--- config.mk ---
export PLATFORM = sky130hd
export DESIGN_NAME = ysyx_23060286_lsu
export DESIGN_NICKNAME = d
export VERILOG_FILES = /design/src/rtl/ysyx_23060286_lsu.sv
export SDC_FILE = /design/constraint.sdc
export NUM_CORES = 1
export LEC_CHECK = 0
export ABC_AREA = 1
export BUFFER_PORTS_ARGS = -buffer_cell sky130_fd_sc_hd__buf_4
export CORE_MARGIN = 2
export CORE_UTILIZATION = 35
export DETAILED_ROUTE_END_ITERATION = 12
export GPL_ROUTABILITY_DRIVEN = 0
export PLACE_DENSITY_LB_ADDON = 0.08
export SYNTH_ARGS = -nofsm -noshare
export SYNTH_HDL_FRONTEND = slang
export SYNTH_SLANG_ARGS = --single-unit
--- constraint.sdc ---
create_clock -name clk -period 1.59 [get_ports clk]
set_input_delay 0.318 -clock clk [delete_from_list [all_inputs] [get_ports clk]]
set_output_delay 0.318 -clock clk [all_outputs]
set_load 0.01 [all_outputs]
--- src/rtl/ysyx_23060286_lsu.sv ---
// ysyx_23060286_lsu: load/store unit that retires one instruction at a time into the register file
module ysyx_23060286_lsu (
  input  logic        clk,
  input  logic        rst_n,
  input  logic        in_valid,
  output logic        in_ready,
  input  logic        in_is_load,
  input  logic        in_is_store,
  input  logic [2:0]  in_funct3,
  input  logic [31:0] in_addr,
  input  logic [31:0] in_wdata,
  input  logic [4:0]  in_rd,
  input  logic        in_rd_wen,
  output logic        mem_req_valid,
  input  logic        mem_req_ready,
  output logic [31:0] mem_addr,
  output logic        mem_wen,
  output logic [31:0] mem_wdata,
  output logic [3:0]  mem_wstrb,
  input  logic        mem_rsp_valid,
  input  logic [31:0] mem_rdata,
  output logic        rf_wen,
  output logic [4:0]  rf_waddr,
  output logic [31:0] rf_wdata,
  output logic        done,
  output logic        misalign_err
);
  typedef enum logic [1:0] {IDLE, REQ, WAIT, WB} state_t;
  state_t      state_q, state_d;
  logic        load_q, load_d;
  logic        store_q, store_d;
  logic [2:0]  funct3_q, funct3_d;
  logic [1:0]  off_q, off_d;
  logic [31:0] addr_q, addr_d;
  logic [31:0] wdata_q, wdata_d;
  logic [3:0]  wstrb_q, wstrb_d;
  logic [4:0]  rd_q, rd_d;
  logic        rd_wen_q, rd_wen_d;
  logic        err_q, err_d;
  logic [31:0] result_q, result_d;
  logic        mem_op, illegal, misal, bad;
  logic [3:0]  lane_strb;
  logic [31:0] lane_data, shifted, ext;
  // Decode legality and store byte lanes of the incoming instruction
  always_comb begin
    mem_op    = in_is_load | in_is_store;
    illegal   = (in_funct3 == 3'd3) | (in_funct3[2:1] == 2'b11);
    misal     = ((in_funct3[1:0] == 2'b01) & in_addr[0]) | ((in_funct3[1:0] == 2'b10) & (in_addr[1:0] != 2'b00));
    bad       = mem_op & (illegal | misal);
    lane_strb = (in_funct3[1:0] == 2'b00) ? 4'b0001 << in_addr[1:0] :
                (in_funct3[1:0] == 2'b01) ? 4'b0011 << in_addr[1:0] : 4'b1111;
    lane_data = (in_funct3[1:0] == 2'b00) ? {4{in_wdata[7:0]}} :
                (in_funct3[1:0] == 2'b01) ? {2{in_wdata[15:0]}} : in_wdata;
  end
  // Extract and extend the addressed byte/halfword of the read word
  always_comb begin
    shifted = mem_rdata >> {off_q, 3'b000};
    ext     = (funct3_q == 3'd0) ? {{24{shifted[7]}}, shifted[7:0]} :
              (funct3_q == 3'd1) ? {{16{shifted[15]}}, shifted[15:0]} :
              (funct3_q == 3'd4) ? {24'd0, shifted[7:0]} :
              (funct3_q == 3'd5) ? {16'd0, shifted[15:0]} : mem_rdata;
  end
  // Next-state logic: latch on accept, hold request until taken, capture load data on response
  always_comb begin
    state_d  = state_q;
    load_d   = load_q;
    store_d  = store_q;
    funct3_d = funct3_q;
    off_d    = off_q;
    addr_d   = addr_q;
    wdata_d  = wdata_q;
    wstrb_d  = wstrb_q;
    rd_d     = rd_q;
    rd_wen_d = rd_wen_q;
    err_d    = err_q;
    result_d = result_q;
    case (state_q)
      IDLE: if (in_valid) begin
        load_d   = in_is_load;
        store_d  = in_is_store;
        funct3_d = in_funct3;
        off_d    = in_addr[1:0];
        addr_d   = {in_addr[31:2], 2'b00};
        wdata_d  = lane_data;
        wstrb_d  = in_is_store ? lane_strb : 4'b0000;
        rd_d     = in_rd;
        rd_wen_d = in_rd_wen;
        err_d    = bad;
        result_d = in_addr;
        state_d  = (mem_op & ~bad) ? REQ : WB;
      end
      REQ:  state_d = mem_req_ready ? WAIT : REQ;
      WAIT: if (mem_rsp_valid) begin
        result_d = load_q ? ext : result_q;
        state_d  = WB;
      end
      default: state_d = IDLE;
    endcase
  end
  // State and latched-field registers
  always_ff @(posedge clk or negedge rst_n) begin
    if (!rst_n) begin
      state_q  <= IDLE;
      load_q   <= 1'b0;
      store_q  <= 1'b0;
      funct3_q <= 3'd0;
      off_q    <= 2'd0;
      addr_q   <= 32'd0;
      wdata_q  <= 32'd0;
      wstrb_q  <= 4'd0;
      rd_q     <= 5'd0;
      rd_wen_q <= 1'b0;
      err_q    <= 1'b0;
      result_q <= 32'd0;
    end else begin
      state_q  <= state_d;
      load_q   <= load_d;
      store_q  <= store_d;
      funct3_q <= funct3_d;
      off_q    <= off_d;
      addr_q   <= addr_d;
      wdata_q  <= wdata_d;
      wstrb_q  <= wstrb_d;
      rd_q     <= rd_d;
      rd_wen_q <= rd_wen_d;
      err_q    <= err_d;
      result_q <= result_d;
    end
  end
  assign in_ready      = state_q == IDLE;
  assign mem_req_valid = state_q == REQ;
  assign mem_addr      = addr_q;
  assign mem_wen       = store_q;
  assign mem_wdata     = wdata_q;
  assign mem_wstrb     = wstrb_q;
  assign done          = state_q == WB;
  assign misalign_err  = done & err_q;
  assign rf_wen        = done & rd_wen_q & (rd_q != 5'd0) & ~store_q & ~err_q;
  assign rf_waddr      = rd_q;
  assign rf_wdata      = result_q;
endmodule

==> summary.md, run 1 <==
| Metric | Value |
|---|---|
| Die Y | 133 um |
| RSZ-0062 raised after global routing | yes |
| Synth unique cells | 30 |
| Final design utilization | 0.529 |
| Vias in the first global route | 5510 |
| Skew final | about 0.011 ns |
| Remaining DRCs | 0 |
| Clk sinks | 114 |
| Min-Delay Path Class | in2reg |
| HP Start | in_rd_wen |
| Multiplexer share of the synthesized area | 0 |
| WL final | 18.2 mm |
| Cell with the most instances after synthesis | nand2_1 |
| Peak VDD IR | 955 uV |
| Failing checks | negative setup slack |
| Status | finished, violations left |
| Maxcap violations | 0 |
| Simple-Gate Fraction of Synth Area | 0.259 |
| Arrival time at the worst endpoint | 1.37 ns |
| Fin crit period | 1.69 ns |
| Data required, critical path | 1.27 ns |
| Fmax | 0.592 GHz |
| Cell Pwr Density | 2100 nW/um^2 |
| Main combinational cell family by area after synthesis | simple AND/OR/NAND/NOR gates |
| DR vias | 5787 |
| Number of antenna violations at the first check in global routing | 0 |
| Nets | around 1100 |
| WHS Endpoint | rd_wen_q |
| DR iter-0 viols | 314 |
| Reg2reg end | mem_wdata[3] |
| Commonest cells in the netlist | nand2_1 (304), dfrtp_1 (114), o21ai_0 (72) |
| Die footprint | around 18000 um^2 |
| Dpl ws | -0.0256 ns |
| Placement Cell Area | slightly below 8000 um^2 |
| Slew HR | 0.624 |
| CTS clk-pin slew, worst paths | 0.06 ns |
| WHS Path Cells | 3 |
| Register area share after synthesis | 0.489 |
| Layout filler cell count | 1611 |
| Mean Syn Cell Area | 7.50 um^2 |
| Endpoints failing hold | 0 |
| Count of flip-flops with a built-in enable after synthesis | 0 |
| Reg2reg setup slack | 0 ns |
| Post-DRT Antenna Nets | 0 |
| Endpoints failing setup | 6 |
| Synth Instances | 777 |
| Tot GR Track Use | 0.209 |
| Tcrit/Tclk final | 1.06 |
| R2r startpoint | state_q[1] |
| CTS Buf Count | 17 |
| H-tree Lvls | 4 |
| Post-synth top flop | dfrtp_1 |
| Worst-Skew Late Latency | 0.42 ns |
| Post-synth top area cell | dfrtp_1 |
| CTS max path bufs | 2 |
| CP max-delay cell | dfrtp_1 |
| Synth Area in Compound Gates | 0.159 |
| Reg area | between 2000 and 3000 um^2 |
| Fin. max-slew vios | 0 |
| CTS root buf | clkbuf_16 |
| Synth Register Bits | about 110 |
| Footprint of the multi-input gates | 2580 um^2 |
| DRT Pass-1 Iters | 4 |
| Yosys top cell area share | 0.489 |
| Area Growth Syn to Fin | 48.8% |
| Worst-Margin Slew | 0.564 ns |
| Die Span X | 133 um |
| Worst path bufs/invs | 5 |
| FP Rows | 47 |
| Drt via density | 4.66 |
| ANT cells | 0 |
| Leakage | about 0.0046 uW |
| Critical path, cell by cell | buf_4 -> inv_4 -> nand2_2 -> buf_4 -> inv_4 -> buf_6 |
| Synth Warn # | 0 |
| Ranking of synthesized cells by area | dfrtp_1 (49%), nand2_1 (20%), o21ai_0 (6.2%) |
| Drt wl/cell | ~15 um |
| Worst-case hold slack | 0.0902 ns |
| Worst Setup Start Kind | register |
| Xor and xnor fraction of the mapped netlist area | 0 |
| Gr ovfl total | 0 |
| Fraction of the mapped netlist area in adder cells | 0.00859 |
| Global-route wire length before repair | 29.0 mm |
| Design area | 8670 um^2 |
| Synthesized area | 5830 um^2 |
| CTS tree | built |
| Port Buffer Count | 220 |
| Post-synth ARST share | 1.00 |
| Num ports | 223 |
| Post-DP HPWL | approximately 14 mm |
| Largest net degree at the start of global routing | 72 |
| CP Class | reg2out |
| Placeable Area | 16400 um^2 |
| Final WS setup | -0.0987 ns |
| Critical Path End Type | output pin |
| Worst-path fanout max | 3 |
| Initial core utilization | 0.355 |
| Worst r2r path cells | 10 |
| Share of layout cells above drive strength 1 | 0.326 |
| CP top delay family | buffers and inverters |
| CP peak stage delay | around 0.40 ns |
## flip-flops by register name, indices dropped and copies added, names as in the netlist
| signal | flops |
|---|---|
| rf_wdata | 32 |
| off_q | 2 |
| rd_wen_q | 1 |
| err_q | 1 |
| load_q | 1 |
| rf_waddr | 5 |
| mem_wdata | 32 |
| mem_wen | 1 |
| funct3_q | 3 |
| state_q | 2 |
| mem_addr | 30 |
| mem_wstrb | 4 |
## worst max-delay path by stage
stage	from	to	slack [ns]	cells past startpoint
2_1_floorplan	off_q[0]	rf_wdata[12]	0.23	10
3_3_place_gp	state_q[0]	rf_wdata[2]	-0.003	5
3_5_place_dp	state_q[0]	rf_wdata[0]	-0.03	5
4_1_cts	state_q[1]	in_ready	-0.11	6
5_1_grt	state_q[1]	rf_wen	-0.17	6
6_report	state_q[1]	in_ready	-0.1	6
## worst min-delay path, delay by kind of cell
kind	cells	cell delay, ns
AND/OR/NAND/NOR	2	0.08
buffers and inverters	1	0.07
## metrics by stage
step	setup TNS (ns)	total power, uW	cells
2_1_floorplan	0	9940	778
6_report	-0.221	18200	1242
4_1_cts	-0.241	18200	1240
5_1_grt	-4.44	19700	1242
3_3_place_gp	-0.00508	13700	1205
3_5_place_dp	-0.0987	13700	1205
## metal layers
layer	wire [um]	global-route usage
met1	8180	0.281
met3	1370	0.0563
met2	8470	0.331
met5	0	0
met4	201	0.0615
## cell usage in the layout, fill, tap and decap left out, types with 15 or more instances in the layout
| cell | instances |
|---|---|
| dfrtp_1 | 112 |
| nand3_1 | 20 |
| clkbuf_16 | 17 |
| nor2_1 | 48 |
| a21oi_1 | 49 |
| a21oi_2 | 15 |
| inv_1 | 48 |
| o21ai_0 | 64 |
| nand2_1 | 301 |
| buf_4 | 241 |
## repair_timing
item | CTS | global route
setup buffers | 2 | 2
hold endpoints to repair | 43 | 0
hold buffers | 1 | 0
setup endpoints to repair | 11 | 81
gates resized for setup | 10 | 34
## where the power goes
group | total, uW | switching, uW | internal (uW)
Sequential | 5190 | 873 | 4320
Combinational | 8790 | 4820 | 3970
Clock | 4270 | 1360 | 2910
Total | 18200 | 7050 | 11200
## final cells by class
cell class              count  share of cell area
flip-flops and latches    114               0.329
well taps                 220              0.0317
multi-input cells         560               0.297
clock buffers              24              0.0602
clock inverters             8              0.0167
repair buffers            255               0.237
inverters                  61              0.0283
## kinds of logic after synthesis
group	after synthesis
AO/OA/AOI/OAI	168
adder cells (fa/ha/maj)	4
buffers and inverters	104
flip-flops	114
other	1
AND/OR/NAND/NOR	386
No activity file was read; power rests on OpenSTA's default activity.
==> inputs of run 2 (changes only) <==
CORE_MARGIN = not set   (was 2)
==> run 2 against run 1 <==
The run still ends with negative setup slack left. Critical path depth down 1. Sequential power hardly changed. Core utilization up 2.7 points. Wire length is 7.7% higher. First-iteration DRC count is 18% higher. Hold slack better by 0.0075 ns. Clock-buffer cell count decreased by 2. Maximum frequency increased by 4.1%. Sequential share of layout area decreased by 0.93 points. Largest cell class unchanged.
==> summary.md, run 2 (synthesized netlist as in run 1, its figures left out) <==
| Metric | Value |
|---|---|
| WL final | 19.6 mm (was 18.2 mm) |
| RSZ-0062 raised after global routing | yes (unchanged) |
| Initial core utilization | 0.363 (was 0.355) |
| CTS max path bufs | 2 (unchanged) |
| Vias in the first global route | 5435 (was 5510) |
| Fin. max-slew vios | 0 (unchanged) |
| Data required, critical path | 1.27 ns (about the same) |
| Num ports | 223 (unchanged) |
| Critical path, cell by cell | nand2_2 -> inv_2 -> nand4_1 -> a21oi_1 -> buf_4 (was buf_4 -> inv_4 -> nand2_2 -> buf_4 -> inv_4 -> buf_6) |
| CP peak stage delay | 0.38 ns (was 0.40 ns) |
| Reported net switching power | 7530 uW (was 7050 uW) |
| Fmax | 0.617 GHz (was 0.592 GHz) |
| Number of antenna violations at the first check in global routing | 0 (unchanged) |
| CTS root buf | clkbuf_16 (unchanged) |
| Worst r2r path cells | 11 (was 10) |
| Layout filler cell count | 1563 (was 1611) |
| Arrival time at the worst endpoint | 1.30 ns (was 1.37 ns) |
| CTS tree | built (unchanged) |
| Peak VDD IR | 936 uV (was 955 uV) |
| Endpoints failing setup | 11 (was 6) |
| Worst-case hold slack | 0.0977 ns (was 0.0902 ns) |
| Levels on crit path | 5 (was 6) |
| Largest net degree at the start of global routing | 59 (was 72) |
| Die Span X | 131 um (was 133 um) |
| Endpoints failing hold | 0 (unchanged) |
| CTS Buf Count | 17 (unchanged) |
| DRT Pass-1 Iters | 5 (was 4) |
| Share of total power in the clock network | 0.212 (was 0.234) |
| Nets | 1148 (was 1125) |
| Worst Setup Start Kind | register (unchanged) |
| Post-DP HPWL | 13.6 mm (was 13.5 mm) |
| Commonest non-fill, non-tap cell in the layout | nand2_1 (unchanged) |
| Failing checks | negative setup slack (unchanged) |
| Gr ovfl total | 0 (unchanged) |
| ANT cells | 0 (unchanged) |
| CP top delay family | flip-flops (was buffers and inverters) |
| Post-DRT Antenna Nets | 0 (unchanged) |
| Share of layout cells above drive strength 1 | 0.333 (was 0.326) |
| Drt wl/cell | 15.6 um (was 14.7 um) |
| CTS clk-pin slew, worst paths | 0.05 ns (was 0.06 ns) |
| Seq pwr share | 0.272 (was 0.285) |
| Part of the power in combinational logic | 0.515 (was 0.482) |
| Switching Fraction | 0.393 (was 0.386) |
| R2r startpoint | state_q[0] (was state_q[1]) |
| Leakage | 0.00471 uW (was 0.00456 uW) |
| DR vias | 5940 (was 5787) |
| Worst path bufs/invs | 2 (was 5) |
| Final WS setup | -0.0315 ns (was -0.0987 ns) |
| Tot GR Track Use | 0.220 (was 0.209) |
| Skew final | 0.00732 ns (was 0.0110 ns) |
| Reg2reg end | rf_wdata[12] (was mem_wdata[3]) |
| Clk sinks | 114 (unchanged) |
| Remaining DRCs | 0 (unchanged) |
| Most frequent cells in the layout | nand2_1 (302), buf_4 (255), dfrtp_1 (113), o21ai_0 (71), a21oi_1 (55) (was nand2_1 (301), buf_4 (241), dfrtp_1 (112), o21ai_0 (64), a21oi_1 (49)) |
| Global-route wire length before repair | 28.5 mm (was 29.0 mm) |
| Cell Pwr Density | 2150 nW/um^2 (was 2100 nW/um^2) |
| Min-Delay Path Class | in2reg (unchanged) |
| Drt via density | 4.71 (was 4.66) |
| CP Class | reg2out (unchanged) |
| Placeable Area | 16100 um^2 (was 16400 um^2) |
| Area Growth Syn to Fin | 53.1% (was 48.8%) |
| Die Y | 131 um (was 133 um) |
| CP max-delay cell | dfrtp_1 (unchanged) |
| Worst-path fanout max | 3 (unchanged) |
| FP Rows | 46 (was 47) |
| Port Buffer Count | 220 (unchanged) |
| Setup_tns | -0.168 ns (was -0.221 ns) |
| Fin crit period | 1.62 ns (was 1.69 ns) |
| DR iter-0 viols | 371 (was 314) |
| Status | finished, violations left (unchanged) |
| Crit path from | state_q[1] (unchanged) |
| Worst-Skew Late Latency | 0.41 ns (was 0.42 ns) |
| Reg2reg setup slack | -0.02 ns (was 0 ns) |
| CP Capture Point | rf_wen (was in_ready) |
| H-tree Lvls | 4 (unchanged) |
| Maxcap violations | 0 (unchanged) |
| Die footprint | 17200 um^2 (was 17700 um^2) |
| Critical Path End Type | output pin (unchanged) |
| Pint | 11600 uW (was 11200 uW) |
| Tcrit/Tclk final | 1.02 (was 1.06) |
-- run 2: stage by stage --
step | utilization | cells | setup WS, ns | total power, uW | area [um^2]
2_1_floorplan | - | 778 | 0.233 | 9940 | 5830
3_5_place_dp | 0.488 | 1200 | -0.0684 | 13700 | 7830
6_report | 0.556 | 1261 | -0.0315 | 19200 | 8920
4_1_cts | 0.533 | 1244 | -0.0750 | 18100 | 8560
5_1_grt | 0.556 | 1261 | -0.121 | 20600 | 8920
3_3_place_gp | 0.488 | 1200 | -0.0379 | 13600 | 7830
-- run 2: layout make-up --
cell class,count,area [um^2],area share
multi-input cells,561,2610,0.292
flip-flops and latches,114,2850,0.320
clock inverters,10,156,0.0175
inverters,61,245,0.0275
well taps,216,270,0.0303
repair buffers,277,2330,0.261
clock buffers,22,464,0.0520
-- run 2: worst min-delay path by stage --
stage / from / end / slack, ns / cells after the start
after floorplan: rst_n / err_q / 0.02 / 0
after global placement: rst_n / mem_addr[11] / 0.23 / 1
after detailed placement: rst_n / mem_addr[11] / 0.23 / 1
after CTS: in_rd_wen / rd_wen_q / 0.08 / 3
after global routing: in_rd_wen / rd_wen_q / 0.09 / 3
final: in_rd_wen / rd_wen_q / 0.1 / 3
-- run 2: repair_timing --
action / 4_1_cts / 5_1_grt
gates resized for setup: 7 / 32
endpoints found under the hold margin: 17 / 0
gates cloned: 0 / 6
buffers inserted: 11 / 12
hold buffers: 1 / 0
endpoints found under the setup margin: 4 / 49
pin swaps: 1 / 11
-- run 2: worst min-delay path, stage by stage --
cell and delay [ns]:
buf_4 0.07, nand2_1 0.04, nand2_1 0.04
-- run 2: routing by layer --
metal / global-route usage / wire length (um) / vias up
met5: 0 / 0 / -
met3: 0.0532 / 1200 / 15
li1: - / - / 2980
met2: 0.346 / 9130 / 176
met1: 0.301 / 9120 / 2769
met4: 0.0588 / 176 / 0
-- run 2: power by group through the flow --
stage                     sequential (uW)  combinational (uW)  clock, uW
after floorplan                      5670                4270          0
after global placement               5240                8350          0
after detailed placement             5210                8460          0
after CTS                            5210                8730       4130
after global routing                 5410               10900       4300
final                                5220                9880       4070
==> inputs of run 3 (changes only) <==
PLACE_DENSITY = 0.61   (was not set)
PLACE_DENSITY_LB_ADDON = not set   (was 0.08)
==> run 3 against run 2 <==
The flow still finishes with violations (negative setup slack). Clock-buffer cell count increased by 5. Cell count increased by 0.16%. Hold slack worse by 0.0020 ns. Via count grew 1.7%. Total power is 1.6% higher. Non-clock buffer count is 4 higher. Sequential share of layout area is 0.50 points lower. Critical endpoint unchanged. Largest cell class unchanged.
==> summary.md, run 3 (synthesized netlist as in run 1, its figures left out) <==
| Metric | Value |
|---|---|
| Area Growth Syn to Fin | 55.6% (was 53.1%) |
| Initial core utilization | 0.363 (unchanged) |
| Endpoints failing hold | 0 (unchanged) |
| RSZ-0062 raised after global routing | yes (unchanged) |
| Final WS setup | -0.0594 ns (was -0.0315 ns) |
| Tot GR Track Use | 0.216 (was 0.220) |
| DR vias | 6042 (was 5940) |
| Drt wl/cell | 15.5 um (was 15.6 um) |
| Design area | 9070 um^2 (was 8920 um^2) |
| HP Start | in_rd[0] (was in_rd_wen) |
| DRT Pass-1 Iters | 5 (unchanged) |
| Worst-Skew Late Latency | 0.41 ns (about the same) |
| Share of layout cells above drive strength 1 | 0.368 (was 0.333) |
| Min-Delay Path Class | in2reg (unchanged) |
| Most frequent cells in the layout | nand2_1 (284), buf_4 (255), dfrtp_1 (111), o21ai_0 (71), inv_1 (50) (was nand2_1 (302), buf_4 (255), dfrtp_1 (113), o21ai_0 (71), a21oi_1 (55)) |
| Number of antenna violations at the first check in global routing | 0 (unchanged) |
| Clk sinks | 114 (unchanged) |
| DR iter-0 viols | 429 (was 371) |
| Tcrit/Tclk final | 1.04 (was 1.02) |
| Placed cell count | 1205 (was 1200) |
| Post-DP HPWL | 13.8 mm (was 13.6 mm) |
| Commonest non-fill, non-tap cell in the layout | nand2_1 (unchanged) |
| CP peak stage delay | 0.40 ns (was 0.38 ns) |
| Die Y | 131 um (unchanged) |
| CP max-delay cell | dfrtp_1 (unchanged) |
| CTS root buf | clkbuf_16 (unchanged) |
| FP Rows | 46 (unchanged) |
| Fmax | 0.606 GHz (was 0.617 GHz) |
| Worst Setup Start Kind | register (unchanged) |
| CTS Buf Count | 17 (unchanged) |
| Gr ovfl total | 0 (unchanged) |
| Skew final | 0.00668 ns (was 0.00732 ns) |
| Critical path, cell by cell | nand2_2 -> inv_2 -> nand4_1 -> a21oi_2 -> buf_4 (was nand2_2 -> inv_2 -> nand4_1 -> a21oi_1 -> buf_4) |
| Largest net degree at the start of global routing | 63 (was 59) |
| Failing checks | negative setup slack (unchanged) |
| CTS tree | built (unchanged) |
| Drt via density | 4.78 (was 4.71) |
| Die footprint | 17200 um^2 (unchanged) |
| GR Util met3 | 0.0491 (was 0.0532) |
| Leakage | 0.00475 uW (was 0.00471 uW) |
| Status | finished, violations left (unchanged) |
| WHS Path Cells | 3 (unchanged) |
| Peak VDD IR | 1040 uV (was 936 uV) |
| CTS clk-pin slew, worst paths | 0.05 ns (about the same) |
| Port Buffer Count | 220 (unchanged) |
| Num ports | 223 (unchanged) |
| Global-route wire length before repair | 28.3 mm (was 28.5 mm) |
| Final design utilization | 0.565 (was 0.556) |
| Cell Pwr Density | 2150 nW/um^2 (about the same) |
| CTS max path bufs | 2 (unchanged) |
| Placement Cell Area | 7850 um^2 (was 7830 um^2) |
| Remaining DRCs | 0 (unchanged) |
| Crit path from | state_q[1] (unchanged) |
| R2r startpoint | state_q[0] (unchanged) |
| WL final | 19.6 mm (about the same) |
| Reg2reg end | rf_wdata[23] (was rf_wdata[12]) |
| Nets | 1151 (was 1148) |
| Vias in the first global route | 5394 (was 5435) |
| GR peak layer | met2 (unchanged) |
| GRT met1 Usage | 0.300 (was 0.301) |
| Worst r2r path cells | 11 (unchanged) |
| Maxcap violations | 0 (unchanged) |
| Reg2reg setup slack | -0.02 ns (about the same) |
| Final instance count without filler cells | 1263 (was 1261) |
| Worst-path fanout max | 3 (unchanged) |
| CP Class | reg2out (unchanged) |
| Post-DRT Antenna Nets | 0 (unchanged) |
| Endpoints failing setup | 14 (was 11) |
| Placeable Area | 16100 um^2 (unchanged) |
| H-tree Lvls | 4 (unchanged) |
| Fin crit period | 1.65 ns (was 1.62 ns) |
| ANT cells | 0 (unchanged) |
| Arrival time at the worst endpoint | 1.33 ns (was 1.30 ns) |
| Fin. max-slew vios | 0 (unchanged) |
| Data required, critical path | 1.27 ns (about the same) |
| WHS Endpoint | rf_waddr[0] (was rd_wen_q) |
| Critical Path End Type | output pin (unchanged) |
| Global-route track usage on met2 | 0.329 (was 0.346) |
| Die Span X | 131 um (unchanged) |
[run 3: cell types whose count changed in the layout (fill, tap and decap cells not counted), moves of 3 or more]
cell / before / now
nand2_1: 302 / 284
a21oi_2: 8 / 24
clkbuf_8: 2 / 7
bufinv_16: 4 / 1
nand2_4: 4 / 9
a21oi_1: 55 / 39
nand2_2: 3 / 15
[run 3: area by class of cell]
class	count	area (um^2)
clock inverter	4	45.0
timing repair buffer	281	2390
fill	1506	6990
sequential	114	2860
inverter	61	241
clock buffer	27	533
multi-input combinational	560	2740
tap	216	270
[run 3: repair_timing]
action,4_1_cts,5_1_grt
hold buffers,1,0
endpoints found under the setup margin,5,46
resized for setup,6,79
cloned,0,9
pin swaps,0,40
endpoints found under the hold margin,16,0
buffers inserted,4,13
[run 3: layer usage]
metal,vias up,part of all wire
met2,200,0.46
met4,0,0.020
met1,2824,0.46
met3,24,0.063
li1,2994,-
met5,-,0
[run 3: worst max-delay path by stage]
| stage | endpoint | slack (ns) | cells after the start |
|---|---|---|---|
| 6_report | rf_wen | -0.06 | 5 |
| 5_1_grt | rf_wen | -0.10 | 5 |
| 4_1_cts | rf_wen | -0.06 | 5 |
| 3_5_place_dp | rf_wdata[2] | 0.01 | 6 |
| 3_3_place_gp | rf_wdata[0] | 0.06 | 5 |
| 2_1_floorplan | rf_wdata[12] | 0.23 | 10 |
[run 3: metrics by stage]
stage	TNS [ns]	hold slack, ns	power [uW]	setup slack [ns]
2_1_floorplan	0	0.0224	9940	0.233
3_3_place_gp	0	0.213	13600	0.0565
3_5_place_dp	0	0.212	13800	0.0137
4_1_cts	-0.0597	0.0851	17700	-0.0597
5_1_grt	-2.19	0.101	20900	-0.104
6_report	-0.161	0.0958	19500	-0.0594
[run 3: critical path, delay by kind of cell (launching register included)]
family / cells / cell delay, ns
AND/OR/NAND/NOR: 2 / 0.19
buffers and inverters: 2 / 0.19
flip-flops: 1 / 0.40
AO/OA/AOI/OAI: 1 / 0.13
[run 3: where the power goes]
part / internal (uW) / total, uW / switching (uW) / leakage (uW)
Sequential: 4330 / 5260 / 936 / 0.00139
Combinational: 4960 / 10500 / 5550 / 0.00308
Clock: 2420 / 3720 / 1300 / 0.000289
Total: 11700 / 19500 / 7780 / 0.00475
